File: config.mk
export PLATFORM = sky130hd
export DESIGN_NAME = tti_rx_byte_packer
export DESIGN_NICKNAME = d
export VERILOG_FILES = /design/src/rtl/tti_rx_byte_packer.sv
export SDC_FILE = /design/constraint.sdc
export NUM_CORES = 1
export LEC_CHECK = 0
export CAP_MARGIN = 20
export CORE_MARGIN = 2
export CORE_UTILIZATION = 50
export CTS_CLUSTER_DIAMETER = 50
export CTS_CLUSTER_SIZE = 24
export DETAILED_ROUTE_END_ITERATION = 8
export GPL_TIMING_DRIVEN = 0
export PLACE_DENSITY = 0.86
export SETUP_SLACK_MARGIN = 0.15
export SLEW_MARGIN = 25
export SYNTH_ARGS = -nofsm -noshare
export SYNTH_HDL_FRONTEND = slang
export SYNTH_SLANG_ARGS = --single-unit
export TNS_END_PERCENT = 30
File: constraint.sdc
create_clock -name clk_i -period 4 [get_ports clk_i]
set_clock_uncertainty 0.2 [all_clocks]
set_input_delay 0.6 -clock clk_i [delete_from_list [all_inputs] [get_ports clk_i]]
set_output_delay 0.6 -clock clk_i [all_outputs]
set_load 0.005 [all_outputs]
File: src/rtl/tti_rx_byte_packer.sv
`default_nettype none
// ============================================================================
// Module   : tti_rx_byte_packer
// Purpose  : Packs the 8-bit valid/ready byte stream from the standby
//            controller RX data port into OutDataWidth-bit words for the TTI
//            RX data queue. Byte lanes fill little-endian (byte k in bits
//            [8k+7:8k]). Each word carries a contiguous byte strobe and an
//            end-of-transfer flag. A transfer closes on in_last_i or on a
//            flush_i pulse; either one emits any partial word.
// Ports    : clk_i, rst_i (async, active high)
//            in_valid_i / in_ready_o / in_data_i / in_last_i : byte input
//            flush_i                                         : close transfer
//            out_valid_o / out_ready_i / out_data_o /
//            out_strb_o / out_last_o                         : word output
//            byte_count_o : bytes accepted in the current transfer
//                           (saturates at 0xFFFF)
// Config   : I3C_RX_PACKER_SKID_EN
//              defined   - 2-entry output FIFO, registered in_ready_o
//              undefined - single output register, in_ready_o combinational
//                          from out_ready_i
// Revision : 1.0 - initial release
// ============================================================================
module tti_rx_byte_packer #(
  parameter int OutDataWidth = 32
) (
  input  logic                      clk_i,
  input  logic                      rst_i,
  input  logic                      in_valid_i,
  output logic                      in_ready_o,
  input  logic [7:0]                in_data_i,
  input  logic                      in_last_i,
  input  logic                      flush_i,
  output logic                      out_valid_o,
  input  logic                      out_ready_i,
  output logic [OutDataWidth-1:0]   out_data_o,
  output logic [OutDataWidth/8-1:0] out_strb_o,
  output logic                      out_last_o,
  output logic [15:0]               byte_count_o
);

  localparam int              BPW      = OutDataWidth / 8;
  localparam int              IDX_W    = $clog2(BPW);
  localparam logic [IDX_W-1:0] IDX_LAST = IDX_W'(BPW - 1);

  // Accumulator and transfer state
  logic [OutDataWidth-1:0] acc_q, acc_d;
  logic [BPW-1:0]          acc_strb_q, acc_strb_d;
  logic [IDX_W-1:0]        idx_q, idx_d;
  logic [15:0]             byte_count_q, byte_count_d;
  logic                    flush_pending_q, flush_pending_d;
  logic                    clr_count_q, clr_count_d;

  // Per-cycle control
  logic                    hs;
  logic                    flush_req;
  logic                    cmp_byte;
  logic                    cmp_flush;
  logic                    stage_free;
  logic                    load;
  logic [OutDataWidth-1:0] word_data;
  logic [BPW-1:0]          word_strb;
  logic                    word_last;
  logic [15:0]             count_base;

  // --------------------------------------------------------------------------
  // Packing and word-completion control
  // --------------------------------------------------------------------------
  always_comb begin
    flush_req = flush_i | flush_pending_q;
    hs        = in_valid_i & in_ready_o;

    // Word as it would look with this cycle's byte merged in. Lanes above idx
    // are still zero because the accumulator is cleared on every completion.
    word_data = acc_q;
    word_strb = acc_strb_q;
    for (int k = 0; k < BPW; k++) begin
      if (hs && (idx_q == IDX_W'(k))) begin
        word_data[8*k +: 8] = in_data_i;
        word_strb[k]        = 1'b1;
      end
    end

    cmp_byte  = hs & ((idx_q == IDX_LAST) | in_last_i | flush_req);
    cmp_flush = ~hs & flush_req & (|acc_strb_q);
    // Only a lane-filling byte with no last/flush leaves the transfer open.
    word_last = ~hs | in_last_i | flush_req;

    load            = (cmp_byte | cmp_flush) & stage_free;
    // Flush that found the output stage busy is retried every cycle.
    flush_pending_d = cmp_flush & ~stage_free;
    clr_count_d     = load & word_last;

    if (load) begin
      acc_d      = '0;
      acc_strb_d = '0;
      idx_d      = '0;
    end else if (hs) begin
      acc_d      = word_data;
      acc_strb_d = word_strb;
      idx_d      = idx_q + 1'b1;
    end else begin
      acc_d      = acc_q;
      acc_strb_d = acc_strb_q;
      idx_d      = idx_q;
    end

    // Count restarts one cycle after a closing word was loaded; a byte
    // accepted in that same cycle belongs to the new transfer.
    count_base   = clr_count_q ? 16'd0 : byte_count_q;
    byte_count_d = (hs && (count_base != 16'hFFFF)) ? count_base + 16'd1
                                                    : count_base;
  end

  always_ff @(posedge clk_i or posedge rst_i) begin
    if (rst_i) begin
      acc_q           <= '0;
      acc_strb_q      <= '0;
      idx_q           <= '0;
      byte_count_q    <= '0;
      flush_pending_q <= 1'b0;
      clr_count_q     <= 1'b0;
    end else begin
      acc_q           <= acc_d;
      acc_strb_q      <= acc_strb_d;
      idx_q           <= idx_d;
      byte_count_q    <= byte_count_d;
      flush_pending_q <= flush_pending_d;
      clr_count_q     <= clr_count_d;
    end
  end

  assign byte_count_o = byte_count_q;

  // --------------------------------------------------------------------------
  // Output stage
  // --------------------------------------------------------------------------
`ifdef I3C_RX_PACKER_SKID_EN

  logic [1:0][OutDataWidth-1:0] fifo_data_q, fifo_data_d;
  logic [1:0][BPW-1:0]          fifo_strb_q, fifo_strb_d;
  logic [1:0]                   fifo_last_q, fifo_last_d;
  logic                         rd_ptr_q, rd_ptr_d;
  logic                         wr_ptr_q, wr_ptr_d;
  logic [1:0]                   fifo_count_q, fifo_count_d;
  logic                         in_ready_q, in_ready_d;
  logic                         pop;

  always_comb begin
    pop        = (fifo_count_q != 2'd0) & out_ready_i;
    // A full FIFO can still take a word when the head leaves this cycle.
    stage_free = (fifo_count_q != 2'd2) | out_ready_i;
  end

  always_comb begin
    fifo_data_d = fifo_data_q;
    fifo_strb_d = fifo_strb_q;
    fifo_last_d = fifo_last_q;
    if (load) begin
      fifo_data_d[wr_ptr_q] = word_data;
      fifo_strb_d[wr_ptr_q] = word_strb;
      fifo_last_d[wr_ptr_q] = word_last;
    end
    wr_ptr_d     = wr_ptr_q ^ load;
    rd_ptr_d     = rd_ptr_q ^ pop;
    fifo_count_d = fifo_count_q + {1'b0, load} - {1'b0, pop};
    // Registered from next-state values so in_ready_o never depends
    // combinationally on out_ready_i.
    in_ready_d   = (fifo_count_d != 2'd2) & ~flush_pending_d;
  end

  always_ff @(posedge clk_i or posedge rst_i) begin
    if (rst_i) begin
      fifo_data_q  <= '0;
      fifo_strb_q  <= '0;
      fifo_last_q  <= '0;
      rd_ptr_q     <= 1'b0;
      wr_ptr_q     <= 1'b0;
      fifo_count_q <= 2'd0;
      in_ready_q   <= 1'b1;
    end else begin
      fifo_data_q  <= fifo_data_d;
      fifo_strb_q  <= fifo_strb_d;
      fifo_last_q  <= fifo_last_d;
      rd_ptr_q     <= rd_ptr_d;
      wr_ptr_q     <= wr_ptr_d;
      fifo_count_q <= fifo_count_d;
      in_ready_q   <= in_ready_d;
    end
  end

  assign in_ready_o  = in_ready_q;
  assign out_valid_o = (fifo_count_q != 2'd0);
  assign out_data_o  = fifo_data_q[rd_ptr_q];
  assign out_strb_o  = fifo_strb_q[rd_ptr_q];
  assign out_last_o  = fifo_last_q[rd_ptr_q];

`else

  logic                    out_valid_q, out_valid_d;
  logic [OutDataWidth-1:0] out_data_q, out_data_d;
  logic [BPW-1:0]          out_strb_q, out_strb_d;
  logic                    out_last_q, out_last_d;

  always_comb begin
    stage_free  = ~out_valid_q | out_ready_i;
    out_valid_d = load | (out_valid_q & ~out_ready_i);
    out_data_d  = load ? word_data : out_data_q;
    out_strb_d  = load ? word_strb : out_strb_q;
    out_last_d  = load ? word_last : out_last_q;
  end

  always_ff @(posedge clk_i or posedge rst_i) begin
    if (rst_i) begin
      out_valid_q <= 1'b0;
      out_data_q  <= '0;
      out_strb_q  <= '0;
      out_last_q  <= 1'b0;
    end else begin
      out_valid_q <= out_valid_d;
      out_data_q  <= out_data_d;
      out_strb_q  <= out_strb_d;
      out_last_q  <= out_last_d;
    end
  end

  assign in_ready_o  = (~out_valid_q | out_ready_i) & ~flush_pending_q;
  assign out_valid_o = out_valid_q;
  assign out_data_o  = out_data_q;
  assign out_strb_o  = out_strb_q;
  assign out_last_o  = out_last_q;

`endif

endmodule
`default_nettype wire
=== After elaboration in Yosys (flattened, before gate mapping) ===
Index checks and enable logic that the tools add are counted.

* Register bits: 94
* Latch bits: 0
* Memory bits (writable): 0
* Bits in read-only memories: 0
* Output and inout port bits: 55
* Logic and storage cells: 62
* Memories kept: 0

* $add $sub $neg: 2
* Multipliers: 0
* Div/mod/pow operators: 0
* Order comparisons: 0
* Eq/ne operators: 4
* Shifts and indexed selects: 0
* Mux-type cells: 16
* Bitwise logic cells: 22
* Reduce and logical (&&, ||, !) cells: 8

{| class="wikitable"
|+ Operators with widths
! cell !! number
|-
| 32-bit two-way mux || 2
|-
| 16-bit two-way mux || 2
|-
| 8-bit two-way mux || 4
|-
| 16-bit by 1-bit adder with 16-bit output, second input constant || 1
|-
| 16-bit inequality test, second input constant || 1
|-
| 1-bit bitwise AND || 9
|-
| 4-bit two-way mux || 2
|-
| 1-bit OR || 8
|-
| 1-bit logical AND || 5
|-
| 1-bit NOT || 5
|-
| 2-bit equality test, second input constant || 2
|-
| 1-bit two-way mux || 4
|-
| 2-bit two-way mux || 2
|-
| 4-bit OR reduction || 1
|-
| 2-bit by 1-bit adder with 2-bit output, second input constant || 1
|-
| 2-bit by 1-bit equality test with 1-bit output, second input constant || 1
|-
| 2-bit logical NOT || 1
|-
| 2-bit nonzero test || 1
|}

=== Logic depth before layout (Yosys ltp) ===
Gate-level depths: netlist of the first run.

* Word-level depth: 10
* Depth in mapped cells: 9
* Gate-level depth less buffers: 6

=== Least setup slack after synthesis of the first run ===
No wires, ideal clock.

* Path kind: in2reg
* From: input out_ready_i
* To: register out_strb_q[0], in the netlist out_strb_o[0]
* Library setup time: 0.126 ns
* Arrival time: 1.768 ns
* Required time: 3.674 ns
* Slack: 1.906 ns
* Stages: 9
* Path buffers: 4
* Cell sequence: nand2b_1 > buf_2 > and2_1 > buf_6 > o221a_4 > buf_6 > buf_2 > nor2_1 > a21oi_1

* Word-level cells in the longest chain between the ends: 8

{| class="wikitable"
|+ Ends and longest elaborated chain
! element !! RTL line !! RTL
|-
| start: declaration || 34 || <nowiki>input logic out_ready_i,</nowiki>
|-
| 1-bit OR (*) || 205, 226 ||
|-
| 1-bit bitwise AND || 226 || <nowiki>assign in_ready_o = (~out_valid_q | out_ready_i) & ~flush_pending_q;</nowiki>
|-
| 1-bit bitwise AND || 70 || <nowiki>hs = in_valid_i & in_ready_o;</nowiki>
|-
| 1-bit NOT || 84 || <nowiki>cmp_flush = ~hs & flush_req & (|acc_strb_q);</nowiki>
|-
| 1-bit bitwise AND (2 in series) || 84 ||
|-
| 1-bit OR || 88 || <nowiki>load = (cmp_byte | cmp_flush) & stage_free;</nowiki>
|-
| 1-bit bitwise AND || 88 ||
|-
| end signal: assignment || 221 || <nowiki>out_strb_q <= out_strb_d;</nowiki>
|-
| end: declaration || 201 || <nowiki>logic [BPW-1:0] out_strb_q, out_strb_d;</nowiki>
|}

Every way passes the cells marked *; elsewhere a longest branch is shown, timed or not.
A chain may end at the register's enable or synchronous reset.

=== Worst setup path after layout of the first run ===
* From: input out_ready_i
* To: output in_ready_o

* Word-level cells in the longest chain between the ends: 2

{| class="wikitable"
|+ Ends and longest elaborated chain
! element !! RTL line !! RTL
|-
| 1-bit OR || 226 ||
|-
| 1-bit bitwise AND || 226 ||
|-
| end: declaration || 29 || <nowiki>output logic in_ready_o,</nowiki>
|}

Every way passes these cells.

==> qor.csv, run 1 <==
metric;value;unit
status;finished, final reports clean;
max_slew.worst_pin.slew;0.530;ns
synth-edff-count;0;
maxCapViolCount;0;
clkSlewWorstSetupHoldPaths;0.09;ns
clkLatencyLatePin;0.35;ns
portBuffers;68;
synth-adder-area-share;0.0156;
cts_made_buffers;9;
slew_headroom;0.644;
rr_endpoint;byte_count_o[1];
worst_slack;1.20;ns
dieArea;8730;sq um
pre_cts_ws;1.17;ns
finalSetupViolCount;0;
yosys.area_share.simple;0.172;
crit_path_max_incr_delay;0.50;ns
netlist_instances;360;
track_usage;0.219;
grt_pass1_vias;2971;
grt_antenna_before_repair;0;
drive_gt1_frac;0.0993;
avgRoutedWirePerCell;16.5;um
hold_violations;0;
path_class;in2out;
synth_xor_area_frac;0.0219;
path_cells;clkdlybuf4s50_1 -> nand2b_1 -> buf_2 -> nor2b_1 -> clkdlybuf4s50_1;
clock-root-buffer;clkbuf_8;
drt-total-wl;9.01;mm
fmax;0.357;GHz
ir_drop;0.422;mV
reg2regPathDepth;8;
postSynthAreaPerCell;11.1;sq um
seq_area_frac_synth;0.588;
die_y;93.4;um
power_leakage;0.00244;uW
grt-ovfl-total;0;
grt_pass1_wl;14.8;mm
fin_util;0.653;
cp-end-kind;primary output;
synth_top_family_by_area;simple AND/OR/NAND/NOR gates;
hpwl;6.27;mm
fin_crit_sh;0.700;
timing.rr.start;clr_count_q;
ys_ff_latch;94;
clkSinkCount;94;
place.gp.congestion;0.932;
min_path_type;reg2reg;
critPathMostFrequentCell;clkdlybuf4s50_1;
core_area;7730;sq um
routed-wl-met3;533;um
regToRegSetupSlack;1.77;ns
viasPerCell;5.53;
synth_area_leader_cell;dfrtp_1;
rsz0062_at_grt;false;
cp.arrival;2.00;ns
hold_buffers;0;
first_pass_iters;4;
synthMuxAreaShare;0.0885;
cp_slowest_cell;clkdlybuf4s50_1;
area_growth;26.3;%
drt-initial-drc-count;111;
critPathRequiredTime;3.20;ns
start_util;0.517;
total_power;3650;uW
synth_area;4000;sq um
fp.dieW;93.4;um
io_pins;69;
yosysTopAreaCellShare;0.588;
cp-endpoint;in_ready_o;
synth_ff_type;dfrtp_1;
yosysWarnings;0;
wl_met2;4.38;mm
routed.top_layer;met4;
cts_resized;0;
drv_slew;0;
cts_tree;yes;
diodes;0;
antenna_left;0;
synthTopCellsByArea;dfrtp_1 (59%), mux2i_1 (8.0%), nor2_1 (7.8%);
rows;32;
synthArstFlopShare;1.00;
h-tree-depth;3;
fin_crit;2.80;ns
cp-startpoint;out_ready_i;
drc;0;
final_nets;459;
grt_max_degree;74;
worstPathMaxFanout;9;
wl_met1;3.95;mm
cp-start-kind;input pin;
clockBufferDepth;2;
synth_fp_nets;379;
power.density;722;nW/um^2
fin_tns_setup;0;ns
post-cts-setup-buffers;0;
vias;3012;
synth_cell_types;38;
synth_compound_area_frac;0.0826;
==> cell usage in the layout, fill, tap and decap left out, types with 4 or more instances in the layout <==
master / Yosys / routed
nand2_2: 4 / 4
buf_6: 4 / 4
clkdlybuf4s50_1: 0 / 68
nand2_1: 7 / 7
nand3_1: 6 / 6
clkbuf_8: 0 / 9
ha_1: 5 / 5
nor2_1: 83 / 83
buf_2: 10 / 10
and2b_1: 4 / 4
xnor2_1: 10 / 10
nor2b_1: 5 / 5
a21oi_1: 44 / 44
dfrtp_1: 94 / 94
nand4_1: 7 / 7
mux2i_1: 32 / 32
nand2b_1: 5 / 5
clkbuf_1: 4 / 4
==> cell usage after synthesis, drive strengths merged, types with 5 or more instances <==
library cell  count
a21oi            44
and2b             5
mux2i            32
nand4             7
nor2b             5
ha                5
nand2            12
nor2             83
nand2b            5
nand3             6
buf              14
dfrtp            94
xnor2            10
==> state kept, by name, summed over array words and instances (netlist names), 2 cells and up <==
name          cells
acc_strb_q        4
acc_q            32
out_data_o       32
out_strb_o        4
byte_count_o     16
idx_q             2
==> critical path, delay by kind of cell <==
family / cells / cell delay, ns
buffers and inverters: 3 / 1.15
AND/OR/NAND/NOR: 2 / 0.25
==> cells by family (layout without fill, tap and decap cells) <==
| group | after synthesis | count (layout) |
|---|---|---|
| AND/OR/NAND/NOR | 140 | 140 |
| multiplexers | 35 | 35 |
| adder cells (fa/ha/maj) | 5 | 5 |
| AO/OA/AOI/OAI | 54 | 54 |
| buffers and inverters | 22 | 105 |
| flip-flops | 94 | 94 |
| XOR/XNOR | 10 | 10 |
==> metal layers <==
layer	GRT usage	vias to the layer above
li1	-	1381
met1	0.292	1529
met2	0.357	90
met3	0.0475	12
met4	0.0748	0
met5	0	-
==> power by group <==
part | internal [uW] | total (uW) | switching (uW)
Sequential | 1290 | 1480 | 187
Clock | 349 | 675 | 327
Combinational | 734 | 1500 | 762
==> metrics by stage <==
step / cells / cell area (sq um) / hold WS [ns]
4_1_cts: 545 / 5050 / 0.329
6_report: 545 / 5050 / 0.325
3_5_place_dp: 531 / 4840 / 0.309
2_1_floorplan: 360 / 4000 / 0.275
5_1_grt: 545 / 5050 / 0.340
3_3_place_gp: 530 / 4810 / 0.299
==> how the worst min path moves through the flow <==
stage,from,cells past startpoint,slack (ns),to
2_1_floorplan,acc_strb_q[1],2,0.27,acc_strb_q[1]
3_3_place_gp,acc_q[21],2,0.30,acc_q[21]
3_5_place_dp,acc_strb_q[1],2,0.31,acc_strb_q[1]
4_1_cts,acc_strb_q[1],2,0.33,acc_strb_q[1]
5_1_grt,acc_strb_q[1],2,0.34,acc_strb_q[1]
6_report,acc_q[17],2,0.32,acc_q[17]
==> final cells by class <==
| class | count | area, sq um |
|---|---|---|
| fill | 575 | 2680 |
| clock inverter | 5 | 85.1 |
| multi-input combinational | 244 | 1520 |
| tap | 102 | 128 |
| sequential | 94 | 2350 |
| inverter | 4 | 20.0 |
| timing repair buffer | 69 | 708 |
| clock buffer | 9 | 124 |
| buffer | 18 | 110 |
Note: power is estimated with default switching activity, not from simulation.
==> run 2, diff against run 1 <==
CORE_UTILIZATION = 47   (was 50)
PLACE_DENSITY = 0.85   (was 0.86)
clock period = 2.3 ns   (was 4 ns; I/O delays follow)
==> run 2 against run 1 <==
Largest power group unchanged; flip-flop and latch count did not move; critical path type is now reg2reg; first-iteration DRC count increased by 27%; clock-buffer cell count is the same; power up 70%; cell count increased by 2.2%.
==> qor.csv, run 2 (synthesis gave the netlist of run 1 again) <==
metric;value;unit;change
drive_gt1_frac;0.135;;+0.0356
cts_tree;yes;;
worst_slack;0.222;ns;-0.977 ns
p_int;3970;uW;+67%
core_area;8220;sq um;+6.3%
grt_pass1_wl;14.7;mm;-0.24%
final_common_cell;dfrtp_1;;
crit_path_max_incr_delay;0.40;ns;-0.10 ns
crit_family;simple AND/OR/NAND/NOR gates;;
cp.arrival;2.12;ns;+0.12 ns
pre_cts_ws;-0.230;ns;-1.40 ns
grt-ovfl-total;0;;unchanged
dieArea;9260;sq um;+6.1%
viasPerCell;5.37;;-2.8%
place.gp.congestion;0.859;;-7.8%
slew_headroom;0.704;;+0.0604
crit_buf_inv;2;;-1
clock-root-buffer;clkbuf_8;;
portBuffers;68;;unchanged
drt-initial-drc-count;141;;+27%
clockBufferDepth;2;;unchanged
clkLatencyLatePin;0.35;ns;about the same
first_pass_iters;4;;unchanged
whs;0.0856;ns;-0.239 ns
critPathRequiredTime;2.34;ns;-0.86 ns
max_slew.worst_pin.slew;0.444;ns;-0.0866 ns
pwr-share-comb;0.427;;+0.017
h-tree-depth;3;;unchanged
cp_slowest_cell;dfrtp_1;;
hold_violations;0;;unchanged
drc;0;;unchanged
start_util;0.487;;-0.0308
clkSlewWorstSetupHoldPaths;0.09;ns;about the same
cp-startpoint;clr_count_q;;
critPathMostFrequentCell;buf_6;;
finalSetupViolCount;0;;unchanged
final_nets;466;;+1.5%
vias;2991;;-0.70%
diodes;0;;unchanged
antenna_left;0;;unchanged
fin_crit_sh;0.903;;
drv_slew;0;;unchanged
grt_antenna_before_repair;0;;unchanged
power.density;1200;nW/um^2;+67%
clkPwrFrac;0.158;;-0.027
area_growth;28.5;%;
rows;33;;+3.1%
io_pins;69;;unchanged
timing.rr.start;clr_count_q;;
fmax;0.481;GHz;
track_usage;0.210;;-0.00934
final_cell_mix;dfrtp_1 (94), nor2_1 (82), clkdlybuf4s50_1 (67);;
maxCapViolCount;0;;unchanged
power_leakage;0.00249;uW;+2.3%
min_path_type;in2async;;
clkSinkCount;94;;unchanged
cts_made_buffers;9;;unchanged
cp-end-kind;register;;
seq_power_share;0.415;;+0.010
worstPathMaxFanout;10;;+1
swShare;0.359;;+0.00938
rsz0062_at_grt;false;;
status;finished, final reports clean;;
cp-start-kind;register;;
avgRoutedWirePerCell;16.1;um;-2.4%
grt_max_degree;32;;-57%
path_class;reg2reg;;
power_switching;2220;uW;+74%
grt_pass1_vias;3030;;+2.0%
ir_drop;0.706;mV;+67%
fin_crit;2.08;ns;
fp.dieW;96.2;um;+3.0%
die_y;96.2;um;+3.0%
drt-total-wl;8.99;mm;-0.29%
hold_buffers;0;;unchanged
path_cells;buf_6 -> nor2b_4 -> ha_4 -> and4_1 -> buf_6 -> nand2_4 -> nand2_1 -> mux2_2;;
hpwl;6.35;mm;+1.3%
-- run 2: cell types whose count changed in the layout (fill, tap and decap cells not counted), moves of 2 or more --
cell / delta
buf_12: +2
buf_2: -2
buf_4: +6
bufinv_16: -2
clkbuf_1: -3
clkbuf_2: +3
clkinv_2: +4
nor2b_1: -3
nor2b_4: +3
-- run 2: per-stage QoR --
step                area [sq um]  utilization  cells  total power (uW)  TNS [ns]
floorplan                   4000            -    360              3950         0
global placement            4810        0.586    533              5050    -32.85
detailed placement          4880        0.594    536              5160    -10.38
CTS                         5060        0.616    552              6180         0
global route                5140        0.625    557              6640         0
finish                      5140        0.625    557              6190         0
-- run 2: repair_timing --
item,4_1_cts,5_1_grt
setup buffers,0,5
setup endpoints to repair,8,61
gates resized for setup,6,14
pin swaps,0,3
-- run 2: worst paths after layout --
| path | to | slack (ns) | cells after the start |
|---|---|---|---|
| max in group asynchronous | out_strb_o[2] | 1.15 | 4 |
| worst min register to register | acc_q[14] | 0.33 | 2 |
| worst max-delay path | byte_count_o[1] | 0.22 | 8 |
| worst max register to register | byte_count_o[1] | 0.22 | 8 |
| min in group clk_i | acc_q[14] | 0.33 | 2 |
| worst min-delay path | out_valid_o | 0.09 | 2 |
-- run 2: cell type report --
class	count	area [sq um]
Clock buffer	9	124
Clock inverter	7	46.3
Multi-Input combinational cell	244	1560
Tap cell	105	131
Timing Repair Buffer	76	785
Sequential cell	94	2350
Inverter	4	18.8
Fill cell	661	3080
Buffer	18	123
-- run 2: power by group through the flow --
| stage | sequential (uW) | clock, uW | combinational, uW |
|---|---|---|---|
| 6_report | 2570 | 978 | 2640 |
| 3_3_place_gp | 2560 | 0 | 2490 |
| 4_1_cts | 2560 | 1010 | 2610 |
| 5_1_grt | 2620 | 1080 | 2930 |
| 3_5_place_dp | 2580 | 0 | 2580 |
| 2_1_floorplan | 2560 | 0 | 1390 |
-- run 2: per-layer routing --
metal	global-route usage	vias up	routed length (um)
met3	0.0454	10	484
li1	-	1401	-
met1	0.283	1485	4010
met2	0.340	95	4340
met4	0.0631	0	150
met5	0	-	0
